===== config.mk =====
export PLATFORM = sky130hd
export DESIGN_NAME = mc_muldiv
export DESIGN_NICKNAME = d
export VERILOG_FILES = /design/src/rtl/mc_muldiv_pkg.sv /design/src/rtl/mc_muldiv_iter.sv /design/src/rtl/mc_muldiv.sv
export SDC_FILE = /design/constraint.sdc
export NUM_CORES = 1
export LEC_CHECK = 0
export CELL_PAD_IN_SITES_DETAIL_PLACEMENT = 1
export CELL_PAD_IN_SITES_GLOBAL_PLACEMENT = 1
export CORE_ASPECT_RATIO = 1.4
export CORE_MARGIN = 3
export CORE_UTILIZATION = 30
export CTS_CLUSTER_SIZE = 8
export DETAILED_ROUTE_END_ITERATION = 16
export DONT_BUFFER_PORTS = 1
export PLACE_DENSITY_LB_ADDON = 0.12
export SLEW_MARGIN = 10
export SYNTH_ARGS = -nofsm -noshare
export SYNTH_HDL_FRONTEND = slang
export SYNTH_HIERARCHICAL = 1
export SYNTH_SLANG_ARGS = --single-unit

===== constraint.sdc =====
create_clock -name clk -period 3.9 [get_ports clk]
set_input_delay 0.39 -clock clk [delete_from_list [all_inputs] [get_ports clk]]
set_output_delay 0.39 -clock clk [all_outputs]
set_load 0.02 [all_outputs]

===== src/rtl/mc_muldiv_pkg.sv =====
// Shared definitions for the multicycle multiply/divide unit: operation
// encodings (also decoded by the CPU controller), FSM state codes and small
// op-decode helpers.
package mc_muldiv_pkg;

  typedef enum logic [1:0] {
    OpMult  = 2'b00,
    OpMultu = 2'b01,
    OpDiv   = 2'b10,
    OpDivu  = 2'b11
  } op_e;

  typedef enum logic [1:0] {
    StIdle = 2'b00,
    StCalc = 2'b01,
    StFin  = 2'b10
  } state_e;

  function automatic logic op_is_div(input logic [1:0] op);
    return (op == OpDiv) || (op == OpDivu);
  endfunction

  function automatic logic op_is_signed(input logic [1:0] op);
    return (op == OpMult) || (op == OpDiv);
  endfunction

endpackage


===== src/rtl/mc_muldiv_iter.sv =====
// One-step combinational kernel of the multiply/divide unit.
// Operates on a 2*WIDTH accumulator:
//   multiply: {partial product, remaining multiplier bits}, radix-2 shift-add
//   divide:   {partial remainder, dividend/quotient bits}, restoring shift-subtract
// Ports:
//   is_div   select divide step (1) or multiply step (0)
//   acc      current accumulator
//   m        multiplicand magnitude (multiply) or divisor magnitude (divide)
//   acc_nxt  accumulator after one iteration
// Build option: MC_MULDIV_DIV_EN includes the divide step; without it only the
// multiply step exists.
module mc_muldiv_iter #(
  parameter int unsigned WIDTH = 32
) (
  input  logic                 is_div,
  input  logic [2*WIDTH-1:0]   acc,
  input  logic [WIDTH-1:0]     m,
  output logic [2*WIDTH-1:0]   acc_nxt
);

  logic [WIDTH:0]       mul_sum;
  logic [2*WIDTH-1:0]   mul_nxt;

  // Add multiplicand into the upper half when the current multiplier bit is
  // set, then shift the whole accumulator right (carry enters the top bit).
  always_comb begin
    mul_sum = {1'b0, acc[2*WIDTH-1:WIDTH]};
    if (acc[0]) begin
      mul_sum = mul_sum + {1'b0, m};
    end
    mul_nxt = {mul_sum, acc[WIDTH-1:1]};
  end

`ifdef MC_MULDIV_DIV_EN
  logic [WIDTH:0]       rem_sh;
  logic [WIDTH:0]       diff;
  logic [2*WIDTH-1:0]   div_nxt;

  // Shift the next dividend bit into the remainder and try subtracting the
  // divisor; a borrow (top bit of diff) means restore and emit quotient 0.
  always_comb begin
    rem_sh = acc[2*WIDTH-1:WIDTH-1];
    diff   = rem_sh - {1'b0, m};
    if (diff[WIDTH]) begin
      div_nxt = {rem_sh[WIDTH-1:0], acc[WIDTH-2:0], 1'b0};
    end else begin
      div_nxt = {diff[WIDTH-1:0], acc[WIDTH-2:0], 1'b1};
    end
  end

  assign acc_nxt = is_div ? div_nxt : mul_nxt;
`else
  // Divides never enter the iteration state in this build; hold the accumulator.
  assign acc_nxt = is_div ? acc : mul_nxt;
`endif

endmodule


===== src/rtl/mc_muldiv.sv =====
// Multicycle multiply/divide unit with HI/LO registers for the multicycle CPU.
// MULT/MULTU/DIV/DIVU run one bit per cycle behind a start/busy/done handshake;
// HI/LO are also readable (MFHI/MFLO) and writable (MTHI/MTLO) while idle.
// Ports:
//   clk, rst        clock (rising edge), asynchronous active-low reset
//   start, op       launch op (00 MULT, 01 MULTU, 10 DIV, 11 DIVU) when not busy
//   a, b            multiplicand/dividend, multiplier/divisor
//   wr_hi, wr_lo    MTHI/MTLO strobes with wdata, honoured only when not busy
//   busy            operation in progress
//   done            one-cycle pulse when hi/lo take the op result
//   div0            one-cycle pulse with done for divide by zero
//   hi, lo          HI (product high / remainder), LO (product low / quotient)
// Build option: MC_MULDIV_DIV_EN enables the divider. Without it DIV/DIVU
// finish after one cycle with done and div0 set and hi/lo left unchanged.
module mc_muldiv
  import mc_muldiv_pkg::*;
#(
  parameter int unsigned WIDTH = 32,
  localparam int unsigned CNT_W = $clog2(WIDTH + 1)
) (
  input  logic             clk,
  input  logic             rst,
  input  logic             start,
  input  logic [1:0]       op,
  input  logic [WIDTH-1:0] a,
  input  logic [WIDTH-1:0] b,
  input  logic             wr_hi,
  input  logic             wr_lo,
  input  logic [WIDTH-1:0] wdata,
  output logic             busy,
  output logic             done,
  output logic             div0,
  output logic [WIDTH-1:0] hi,
  output logic [WIDTH-1:0] lo
);

  state_e               state_q;
  logic                 is_div_q;
  logic                 neg_lo_q;   // negate product / quotient at fix-up
  logic                 zero_q;     // op finishes without iterating (div0 path)
  logic [2*WIDTH-1:0]   acc_q;
  logic [WIDTH-1:0]     m_q;
  logic [CNT_W-1:0]     cnt_q;
  logic                 busy_q;
  logic                 done_q;
  logic                 div0_q;
  logic [WIDTH-1:0]     hi_q;
  logic [WIDTH-1:0]     lo_q;
`ifdef MC_MULDIV_DIV_EN
  logic                 neg_hi_q;   // remainder follows the dividend's sign
`endif

  // Operand preparation for the start edge.
  logic                 start_sgn;
  logic                 start_div;
  logic                 start_zero;
  logic                 start_neg_lo;
  logic [WIDTH-1:0]     abs_a;
  logic [WIDTH-1:0]     abs_b;
  logic [WIDTH-1:0]     start_low;
  logic [WIDTH-1:0]     start_m;

  always_comb begin
    start_sgn    = op_is_signed(op);
    start_div    = op_is_div(op);
    abs_a        = (start_sgn && a[WIDTH-1]) ? -a : a;
    abs_b        = (start_sgn && b[WIDTH-1]) ? -b : b;
    start_neg_lo = start_sgn && (a[WIDTH-1] ^ b[WIDTH-1]);
`ifdef MC_MULDIV_DIV_EN
    start_zero   = start_div && (b == '0);
`else
    start_zero   = start_div;
`endif
    // Divide-by-zero keeps the raw dividend in the low half so FIN can copy it to hi.
    start_low    = start_div ? (start_zero ? a : abs_a) : abs_b;
    start_m      = start_div ? abs_b : abs_a;
  end

  logic [2*WIDTH-1:0]   acc_nxt;

  mc_muldiv_iter #(
    .WIDTH (WIDTH)
  ) u_iter (
    .is_div  (is_div_q),
    .acc     (acc_q),
    .m       (m_q),
    .acc_nxt (acc_nxt)
  );

  // Sign fix-up of the finished magnitude result.
  logic [2*WIDTH-1:0]   prod;
  logic [WIDTH-1:0]     res_hi;
  logic [WIDTH-1:0]     res_lo;

  always_comb begin
    prod   = neg_lo_q ? -acc_q : acc_q;
    res_hi = prod[2*WIDTH-1:WIDTH];
    res_lo = prod[WIDTH-1:0];
`ifdef MC_MULDIV_DIV_EN
    if (is_div_q) begin
      res_lo = neg_lo_q ? -acc_q[WIDTH-1:0] : acc_q[WIDTH-1:0];
      res_hi = neg_hi_q ? -acc_q[2*WIDTH-1:WIDTH] : acc_q[2*WIDTH-1:WIDTH];
    end
`endif
  end

  always_ff @(posedge clk or negedge rst) begin
    if (!rst) begin
      state_q  <= StIdle;
      is_div_q <= 1'b0;
      neg_lo_q <= 1'b0;
      zero_q   <= 1'b0;
      acc_q    <= '0;
      m_q      <= '0;
      cnt_q    <= '0;
      busy_q   <= 1'b0;
      done_q   <= 1'b0;
      div0_q   <= 1'b0;
      hi_q     <= '0;
      lo_q     <= '0;
`ifdef MC_MULDIV_DIV_EN
      neg_hi_q <= 1'b0;
`endif
    end else begin
      done_q <= 1'b0;
      div0_q <= 1'b0;
      case (state_q)
        StIdle: begin
          if (wr_hi) begin
            hi_q <= wdata;
          end
          if (wr_lo) begin
            lo_q <= wdata;
          end
          if (start) begin
            is_div_q <= start_div;
            neg_lo_q <= start_neg_lo;
            zero_q   <= start_zero;
            acc_q    <= {{WIDTH{1'b0}}, start_low};
            m_q      <= start_m;
            cnt_q    <= '0;
            busy_q   <= 1'b1;
            state_q  <= start_zero ? StFin : StCalc;
`ifdef MC_MULDIV_DIV_EN
            neg_hi_q <= start_sgn && a[WIDTH-1];
`endif
          end
        end
        StCalc: begin
          acc_q <= acc_nxt;
          cnt_q <= cnt_q + 1'b1;
          if (cnt_q == CNT_W'(WIDTH - 1)) begin
            state_q <= StFin;
          end
        end
        StFin: begin
          busy_q  <= 1'b0;
          done_q  <= 1'b1;
          state_q <= StIdle;
          if (zero_q) begin
            div0_q <= 1'b1;
`ifdef MC_MULDIV_DIV_EN
            hi_q   <= acc_q[WIDTH-1:0];
            lo_q   <= '1;
`endif
          end else begin
            hi_q <= res_hi;
            lo_q <= res_lo;
          end
        end
        default: begin
          state_q <= StIdle;
          busy_q  <= 1'b0;
        end
      endcase
    end
  end

  assign busy = busy_q;
  assign done = done_q;
  assign div0 = div0_q;
  assign hi   = hi_q;
  assign lo   = lo_q;

endmodule

==> out/metrics.yaml, run 1 <==
status: "finished with violations"
violations: "hold timing"
crit_chain: "ha_1, fa_1, a211oi_2, o211ai_2, a311oi_2, o211ai_2, and4_4, o31ai_4, nand2b_1, a221o_1, a22o_1"
die_x_um: 182.6
power.total_mw: 12.14
cts_root_buf: "clkbuf_16"
drtAntennaViolNets: 0
p_per_area_mw_per_mm2: 845.5
ys_seq_elements: 173
setup_viol: 0
synth_area_leaders: "dfrtp_1 (33%), o21ai_0 (6.2%), xor2_1 (4.9%), nand2_1 (4.5%), xnor2_1 (4.1%)"
route.detailed.drc: 0
vias_per_cell: 5.766
post_cts_buffers: 0
leakagePower_nw: 5.649
num_vias: 12090
endpoint_kind: "flop"
syn-num-nets: 1717
drv_cap: 0
dp_hpwl_um: 41480
yosysSeqAreaShare: 0.3305
synth_cells: 1577
dieArea_mm2: 0.04624
drive_above_1_share: 0.08909
async_reset_ff_frac: 1.000
synth_most_common_cell: "dfrtp_1"
synth_cell_type_count: 77
drt-initial-drc-count: 753
tightest_slew_ns: 1.047
dpl_cell_area_mm2: 0.01376
utilization: 0.3366
numCtsBuffers: 17
synth_area_leader_cell: "dfrtp_1"
cts.sinks: 173
cp_common_cell: "o211ai_2"
cts_tree: "done"
yosysWarnings: 6
coreArea_mm2: 0.04265
setup_ws_ns: 0.6188
hold_class: "input pin to async pin"
ys.flop_type: "dfrtp_1"
post_cts_resized: 0
relSlewSlack: 0.3006
grt_max_degree: 174
portBuffers: 0
dr.pass1.iters: 7
required_ns: 4.24
die_y_um: 253.2
path_buf_inv: 0
hold_violations: 173
pre_cts_slack_ns: 0.6269
htreeDepth: 4
synth_common_cells: "dfrtp_1 (173), o21ai_0 (162), nand2_1 (156)"
final.min_clock_period_ns: 3.281
arrival_ns: 3.62
syn_area_mm2: 0.01310
fin_area_mm2: 0.01435
dp_cells: 2063
critical_path_class: "flop to flop"
track_usage: 0.2271
grt_pass1_vias: 12570
wl_per_cell_um: 25.38
max_freq_mhz: 304.8
clock_latency_ns: 0.46
rsz0062_at_grt: "false"
peakVddDrop_mv: 0.3576
synth_top_cell_area_share: 0.3305
syn_area_per_cell_um2: 8.305
slowest_stage: "dfrtp_1"
tns_ns: 0
fill_cells: 5001
path_max_fanout: 7
cts.reportedPaths.clkPinSlew_ns: 0.07
synth_edf_count: 0
drt-total-wl_um: 53210
layout.nets: 1676
crit_family: "compound AO/OA/AOI/OAI gates"
final_max_slew_viol_count: 0
antenna_found_initial: 1
clock_skew_ns: 0.02349
io_pins: 170
finalCritPeriodShare: 0.8413
fin_cells: 2097
initial_core_util: 0.3071
clockBufferDepth: 2
hold-worst-slack_ns: -0.3695
gp_congestion: 0.8498
slowest_delay_ns: 0.46
grt_remaining_overflow: 0
grt_pass1_wl_um: 80700
crit_path_start_kind: "flop"
syn_to_final_growth_pct: 9.591
row_count: 89
-- final timing paths --
check | start | end | slack, ns | cells past startpoint
worst max-delay path | acc_q[32]$_DFFE_PN0P_ | acc_q[63]$_DFFE_PN0P_ | 0.62 | 11
worst min-delay path | rst | hi[25]$_DFFE_PN0P_ | -0.37 | 0
worst max register to register | acc_q[32]$_DFFE_PN0P_ | acc_q[63]$_DFFE_PN0P_ | 0.62 | 11
worst min register to register | cnt_q[5]$_DFFE_PN0P_ | cnt_q[5]$_DFFE_PN0P_ | 0.49 | 1
max in group asynchronous | rst | zero_q$_DFFE_PN0P_ | 3.80 | 0
min in group clk | op[0] | neg_lo_q$_DFFE_PN0P_ | 0.04 | 1
-- sequential cells by signal, indices dropped and copies added (netlist names), 2 cells and up --
register and cells:
m_q 32, hi 32, acc_q 64, lo 32, state_q 2, cnt_q 6
-- per-layer routing --
metal | vias to the layer above | GRT usage | share of wire
li1 | 5782 | - | -
met1 | 5984 | 0.2916 | 0.44
met2 | 278 | 0.3861 | 0.48
met3 | 48 | 0.04354 | 0.048
met4 | 0 | 0.06882 | 0.026
met5 | - | 0 | 0
-- area by class of cell --
cell class / instances / area (um^2) / share of cell area
Clock buffer: 18 / 429.2 / 0.02990
Multi-Input combinational cell: 1273 / 8305 / 0.5786
Timing Repair Buffer: 42 / 327.8 / 0.02284
Tap cell: 546 / 683.2 / 0.04759
Clock inverter: 14 / 158.9 / 0.01107
Sequential cell: 173 / 4335 / 0.3020
Inverter: 29 / 108.9 / 0.007584
Antenna cell: 2 / 5.005 / 0.0003487
-- placed cells by master, fill, tap and decap left out, types with 15 or more instances in the layout --
| cell | n |
|---|---|
| nor3_1 | 23 |
| or3_1 | 25 |
| o22ai_1 | 15 |
| nor4_1 | 23 |
| xnor2_1 | 61 |
| o21ai_1 | 15 |
| a31oi_1 | 25 |
| ha_1 | 36 |
| nand2b_1 | 16 |
| o31ai_1 | 42 |
| o21ai_0 | 162 |
| mux2_2 | 31 |
| a221oi_1 | 17 |
| a22oi_1 | 21 |
| nand3_1 | 27 |
| dfrtp_1 | 170 |
| inv_1 | 29 |
| nand2_1 | 156 |
| nor2_1 | 135 |
| a22o_1 | 40 |
| clkbuf_16 | 17 |
| buf_4 | 41 |
| xor2_1 | 74 |
| a21oi_1 | 103 |
| nand4_1 | 20 |
| mux2i_1 | 30 |
-- worst register-to-register path, stage by stage (launching register included) --
cell	delay, ns
dfrtp_1	0.46
ha_1	0.26
fa_1	0.44
a211oi_2	0.29
o211ai_2	0.18
a311oi_2	0.33
o211ai_2	0.16
and4_4	0.22
o31ai_4	0.25
nand2b_1	0.09
a221o_1	0.29
a22o_1	0.20
-- logic make-up after synthesis --
group                    synth area share
flip-flops                         0.3305
AND/OR/NAND/NOR                    0.1821
AO/OA/AOI/OAI                      0.2738
multiplexers                      0.04958
XOR/XNOR                          0.09027
buffers and inverters             0.03783
adder cells (fa/ha/maj)           0.03592
-- where the power goes --
| part | internal (mW) | total, mW | switching [mW] |
|---|---|---|---|
| clock network | 0.961 | 1.81 | 0.845 |
| registers | 2.58 | 4.13 | 1.55 |
| logic | 2.53 | 6.20 | 3.67 |
| total | 6.07 | 12.1 | 6.07 |
(Power assumes the default switching activity.)
==> run 2: changes to the inputs <==
==> constraint.sdc (replaced) <==
create_clock -name clk -period 3.1 [get_ports clk]
set_input_delay 0.31 -clock clk [delete_from_list [all_inputs] [get_ports clk]]
set_output_delay 0.31 -clock clk [all_outputs]
set_load 0.02 [all_outputs]
==> out/metrics.yaml, run 2 (synthesis gave the netlist of run 1 again) <==
status: "finished with violations"
violations: "hold timing"
dr.pass1.iters: 5  # -2
leakagePower_nw: 5.901  # +4.5%
hold_violations: 173  # unchanged
path_max_fanout: 2  # -5
hold_class: "input pin to async pin"
drive_above_1_share: 0.1154  # +0.02632
initial_core_util: 0.3071  # unchanged
track_usage: 0.2340  # +0.006939
max_freq_mhz: 333.1  # +9.3%
gp_congestion: 0.8754  # +3.0%
grt_remaining_overflow: 0  # unchanged
vias_per_cell: 5.798  # +0.55%
power.total_mw: 15.65  # +29%
relSlewSlack: 0.2469  # -0.05373
setup_viol: 0  # unchanged
cts.sinks: 173  # unchanged
final.min_clock_period_ns: 3.002  # -0.2793 ns
drtAntennaViolNets: 0  # unchanged
crit_chain: "ha_1, fa_1, a211oi_2, o211ai_2, a311oi_2, o211ai_2, and4_4, o31ai_4, nand2b_1, a221o_1, a22o_1"
htreeDepth: 4  # unchanged
largest_reg_flops: 64  # unchanged
row_count: 89  # unchanged
cts_tree: "done"
pre_cts_slack_ns: 0.06642  # -0.5604 ns
die_x_um: 182.6  # unchanged
finalCritPeriodShare: 0.9684  # +0.1270
tightest_slew_ns: 1.127  # +0.07975 ns
drt-total-wl_um: 54910  # +3.2%
route.detailed.drc: 0  # unchanged
layout.nets: 1730  # +3.2%
slowest_stage: "fa_1"
cts_root_buf: "clkbuf_16"
arrival_ns: 3.34  # -0.28 ns
layout_common_cells: "dfrtp_1 (170), o21ai_0 (162), nand2_1 (156)"
clock_latency_ns: 0.45  # about the same
io_pins: 170  # unchanged
largest_register: "acc_q"
die_y_um: 253.2  # unchanged
portBuffers: 0  # unchanged
crit_path_start_kind: "flop"
grt_pass1_vias: 12740  # +1.4%
tns_ns: 0  # unchanged
grt_max_degree: 174  # unchanged
critical_path_class: "flop to flop"
dp_hpwl_um: 42450  # +2.3%
num_vias: 12510  # +3.5%
cp_common_cell: "o211ai_2"
clock_skew_ns: 0.01243  # -0.01106 ns
clockBufferDepth: 2  # unchanged
slowest_delay_ns: 0.41  # -0.05 ns
hold-worst-slack_ns: -0.4453  # -0.07578 ns
drv_cap: 0  # unchanged
numCtsBuffers: 17  # unchanged
drt-initial-drc-count: 804  # +6.8%
setup_ws_ns: 0.09811  # -0.5207 ns
coreArea_mm2: 0.04265  # unchanged
grt_pass1_wl_um: 82800  # +2.6%
p_per_area_mw_per_mm2: 1055  # +25%
peakVddDrop_mv: 0.4029  # +13%
dieArea_mm2: 0.04624  # unchanged
endpoint_kind: "flop"
final_max_slew_viol_count: 0  # unchanged
wl_per_cell_um: 25.44  # +0.27%
required_ns: 3.44  # -0.80 ns
final_common_cell: "dfrtp_1"
cts.reportedPaths.clkPinSlew_ns: 0.07  # about the same
syn_to_final_growth_pct: 13.27
holdBufCountCts: 12
antenna_found_initial: 3  # +2
-- run 2: cell count changes in the layout (fill, tap and decap cells not counted), sizes merged, moves of 2 or more --
| cell | delta |
|---|---|
| buf | +42 |
| clkbuf | +3 |
| dlygate4sd3 | +12 |
| inv | -3 |
| clkinvlp | +2 |
| diode | +7 |
-- run 2: report_power, final --
part	switching, mW	internal [mW]
Combinational	4.87	3.50
Clock	1.05	1.16
Sequential	1.83	3.25
Total	7.74	7.91
-- run 2: what timing repair did --
item | in CTS | in global routing
setup buffers | 0 | 1
hold endpoints to repair | 182 | 173
endpoints found under the setup margin | 0 | 8
gates resized for setup | 0 | 6
-- run 2: metal layers --
layer,routed length [um],share of wire,GRT usage,vias to the layer above
met5,0,0,0,-
met4,1643,0.030,0.08079,0
met3,3110,0.057,0.04828,56
met2,26700,0.49,0.3922,305
met1,23460,0.43,0.2992,6251
li1,-,-,-,5900
-- run 2: cell type report --
class | count | area (um^2)
Clock inverter | 11 | 107.6
Timing Repair Buffer | 96 | 788.3
Sequential cell | 173 | 4335
Multi-Input combinational cell | 1273 | 8329
Clock buffer | 21 | 460.4
Inverter | 29 | 108.9
Fill cell | 5027 | 27810
Antenna cell | 9 | 22.52
Tap cell | 546 | 683.2
-- run 2: final timing paths --
path | slack (ns) | from | endpoint | cells past startpoint
hold / removal | -0.45 | rst | hi[19]$_DFFE_PN0P_ | 0
setup / recovery | 0.1 | acc_q[32]$_DFFE_PN0P_ | acc_q[63]$_DFFE_PN0P_ | 11
hold reg to reg | 0.49 | cnt_q[5]$_DFFE_PN0P_ | cnt_q[5]$_DFFE_PN0P_ | 1
min in group clk | 0.02 | a[28] | acc_q[28]$_DFFE_PN0P_ | 2
max in group asynchronous | 3.10 | rst | zero_q$_DFFE_PN0P_ | 0
setup reg to reg | 0.1 | acc_q[32]$_DFFE_PN0P_ | acc_q[63]$_DFFE_PN0P_ | 11
-- run 2: per-stage QoR --
stage,util,cell area [um^2],std cells
4_1_cts,0.3466,14780,2148
3_5_place_dp,0.3304,14090,2104
5_1_grt,0.3478,14830,2157
3_3_place_gp,0.3304,14090,2104
2_1_floorplan,-,13100,1577
6_report,0.3478,14840,2158
-- run 2: worst max-delay path, delay by kind of cell, from the launching register on --
family	cells	cell delay (ns)
DFF	1	0.38
adders and majority gates	2	0.63
and+or+nand+nor	2	0.30
AOI/OAI and AO/OA	7	1.59
==> run 3: changes to the inputs <==
--- a/config.mk
+++ b/config.mk
@@ -13,7 +13,7 @@
 export CTS_CLUSTER_SIZE = 8
 export DETAILED_ROUTE_END_ITERATION = 16
 export DONT_BUFFER_PORTS = 1
-export PLACE_DENSITY_LB_ADDON = 0.12
+export PLACE_DENSITY_LB_ADDON = 0.1
 export SLEW_MARGIN = 10
 export SYNTH_ARGS = -nofsm -noshare
 export SYNTH_HDL_FRONTEND = slang
==> out/metrics.yaml, run 3 (synthesis gave the netlist of run 1 again) <==
drtAntennaViolNets: 0  # unchanged
clock_latency_ns: 0.46  # about the same
hold-worst-slack_ns: -0.4576  # -0.01235 ns
fill_cells: 5067  # +0.80%
io_pins: 170  # unchanged
track_usage: 0.2348  # +0.0008139
initial_core_util: 0.3071  # unchanged
grt_max_degree: 174  # unchanged
grt_pass1_wl_um: 83700  # +1.1%
clock_skew_ns: 0.01522  # +0.002793 ns
power.total_mw: 15.70  # +0.32%
die_y_um: 253.2  # unchanged
met2_length_um: 27060  # +1.3%
relSlewSlack: 0.4400  # +0.1932
final_max_slew_viol_count: 0  # unchanged
wl_per_cell_um: 25.63  # +0.73%
drt-initial-drc-count: 668  # -17%
largest_register: "acc_q"
final.min_clock_period_ns: 2.982  # -0.02011 ns
drive_above_1_share: 0.1131  # -0.002354
cts.sinks: 173  # unchanged
largest_reg_flops: 64  # unchanged
grt_remaining_overflow: 0  # unchanged
dieArea_mm2: 0.04624  # unchanged
wl_met3_um: 2725  # -12%
required_ns: 3.49  # +0.05 ns
rsz0062_at_grt: "false"
route.detailed.drc: 0  # unchanged
setup_viol: 0  # unchanged
peakVddDrop_mv: 0.4173  # +3.6%
coreArea_mm2: 0.04265  # unchanged
max_freq_mhz: 335.4  # +0.67%
holdBufCountCts: 11  # -1
dp_hpwl_um: 42540  # +0.21%
endpoint_kind: "flop"
status: "finished with violations"
leakagePower_nw: 5.920  # +0.33%
cts.reportedPaths.clkPinSlew_ns: 0.08  # about the same
finalCritPeriodShare: 0.9619  # -0.006486
tns_ns: 0  # unchanged
path_max_fanout: 5  # +3
cts_tree: "done"
utilization: 0.3476  # about the same
rr_startpoint: "m_q[2]$_DFFE_PN0P_"
final_common_cell: "dfrtp_1"
violations: "hold timing"
drt-total-wl_um: 55130  # +0.40%
hold_class: "input pin to async pin"
layout_common_cells: "dfrtp_1 (170), o21ai_0 (162), nand2_1 (156)"
row_count: 89  # unchanged
die_x_um: 182.6  # unchanged
crit_path_start_kind: "flop"
cts_root_buf: "clkbuf_16"
syn_to_final_growth_pct: 13.18  # about the same
antenna_found_initial: 2  # -1
dr.pass1.iters: 5  # unchanged
arrival_ns: 3.38  # +0.04 ns
p_per_area_mw_per_mm2: 1059  # +0.40%
crit_start: "m_q[2]$_DFFE_PN0P_"
portBuffers: 0  # unchanged
pre_cts_slack_ns: 0.03462  # -0.03180 ns
htreeDepth: 4  # unchanged
vias_per_cell: 5.793  # about the same
routed.top_layer: "met4"
drv_cap: 0  # unchanged
wl_met1_um: 23850  # +1.7%
tightest_slew_ns: 0.8380  # -0.2888 ns
setup_ws_ns: 0.1182  # +0.02011 ns
num_vias: 12460  # -0.42%
grt_pass1_vias: 12840  # +0.78%
gp_congestion: 0.8957  # +2.3%
layout.nets: 1728  # -0.12%
clockBufferDepth: 2  # unchanged
hold_violations: 173  # unchanged
critical_path_class: "flop to flop"
numCtsBuffers: 17  # unchanged
## run 3: cell count changes in the layout (fill, tap and decap cells not counted), moves of 2 or more
cell / delta
bufinv_16: +2
clkbuf_8: -2
clkinv_4: +2
clkinvlp_4: -3
diode_2: -5
## run 3: final timing paths
| check | cells past startpoint | end | slack, ns |
|---|---|---|---|
| min in group clk | 2 | acc_q[29]$_DFFE_PN0P_ | 0.02 |
| setup reg to reg | 10 | acc_q[62]$_DFFE_PN0P_ | 0.12 |
| setup / recovery | 10 | acc_q[62]$_DFFE_PN0P_ | 0.12 |
| hold / removal | 0 | hi[22]$_DFFE_PN0P_ | -0.46 |
| hold reg to reg | 1 | cnt_q[5]$_DFFE_PN0P_ | 0.49 |
| max in group asynchronous | 0 | acc_q[46]$_DFFE_PN0P_ | 2.95 |
## run 3: what timing repair did
item / 4_1_cts / 5_1_grt
setup buffers: 0 / 0
setup endpoints to repair: 0 / 7
gates resized for setup: 0 / 3
hold endpoints to repair: 183 / 173
## run 3: layout make-up
class	instances	area [um^2]	share of cell area
Clock inverter	13	182.7	0.01232
Antenna cell	4	10.01	0.0006752
Multi-Input combinational cell	1273	8313	0.5608
Sequential cell	173	4335	0.2925
Clock buffer	19	432.9	0.02920
Tap cell	546	683.2	0.04608
Inverter	29	108.9	0.007343
Timing Repair Buffer	94	758.2	0.05115
## run 3: per-stage QoR
| step | hold WS (ns) | area, um^2 | instances |
|---|---|---|---|
| after floorplan | 0.01441 | 13100 | 1577 |
| after global placement | 0.01999 | 14080 | 2104 |
| after detailed placement | 0.02051 | 14080 | 2104 |
| after CTS | -0.4777 | 14810 | 2147 |
| after global routing | -0.4711 | 14820 | 2151 |
| final | -0.4576 | 14820 | 2151 |
## run 3: metal layers
layer  GRT usage  vias up
met2      0.4032      312
met5           0        -
met1      0.3026     6221
met4     0.06903        0
li1            -     5881
met3     0.03923       46
## run 3: where the power goes
group          internal (mW)  total, mW  switching, mW  leakage (nW)
clock                   1.29       2.37           1.08         0.297
combinational           3.41       8.25           4.83          3.48
sequential              3.25       5.08           1.84          2.14
total                   7.95       15.7           7.75          5.92
## run 3: worst max-delay path, stage by stage, from the launching register on
cell and delay [ns]:
dfrtp_1 0.41, ha_1 0.41, nand3_1 0.11, o211ai_1 0.29, and3_1 0.29, o21ai_1 0.18, a211oi_2 0.40, o21ai_1 0.13
a211oi_1 0.34, a21boi_1 0.21, a22o_1 0.15
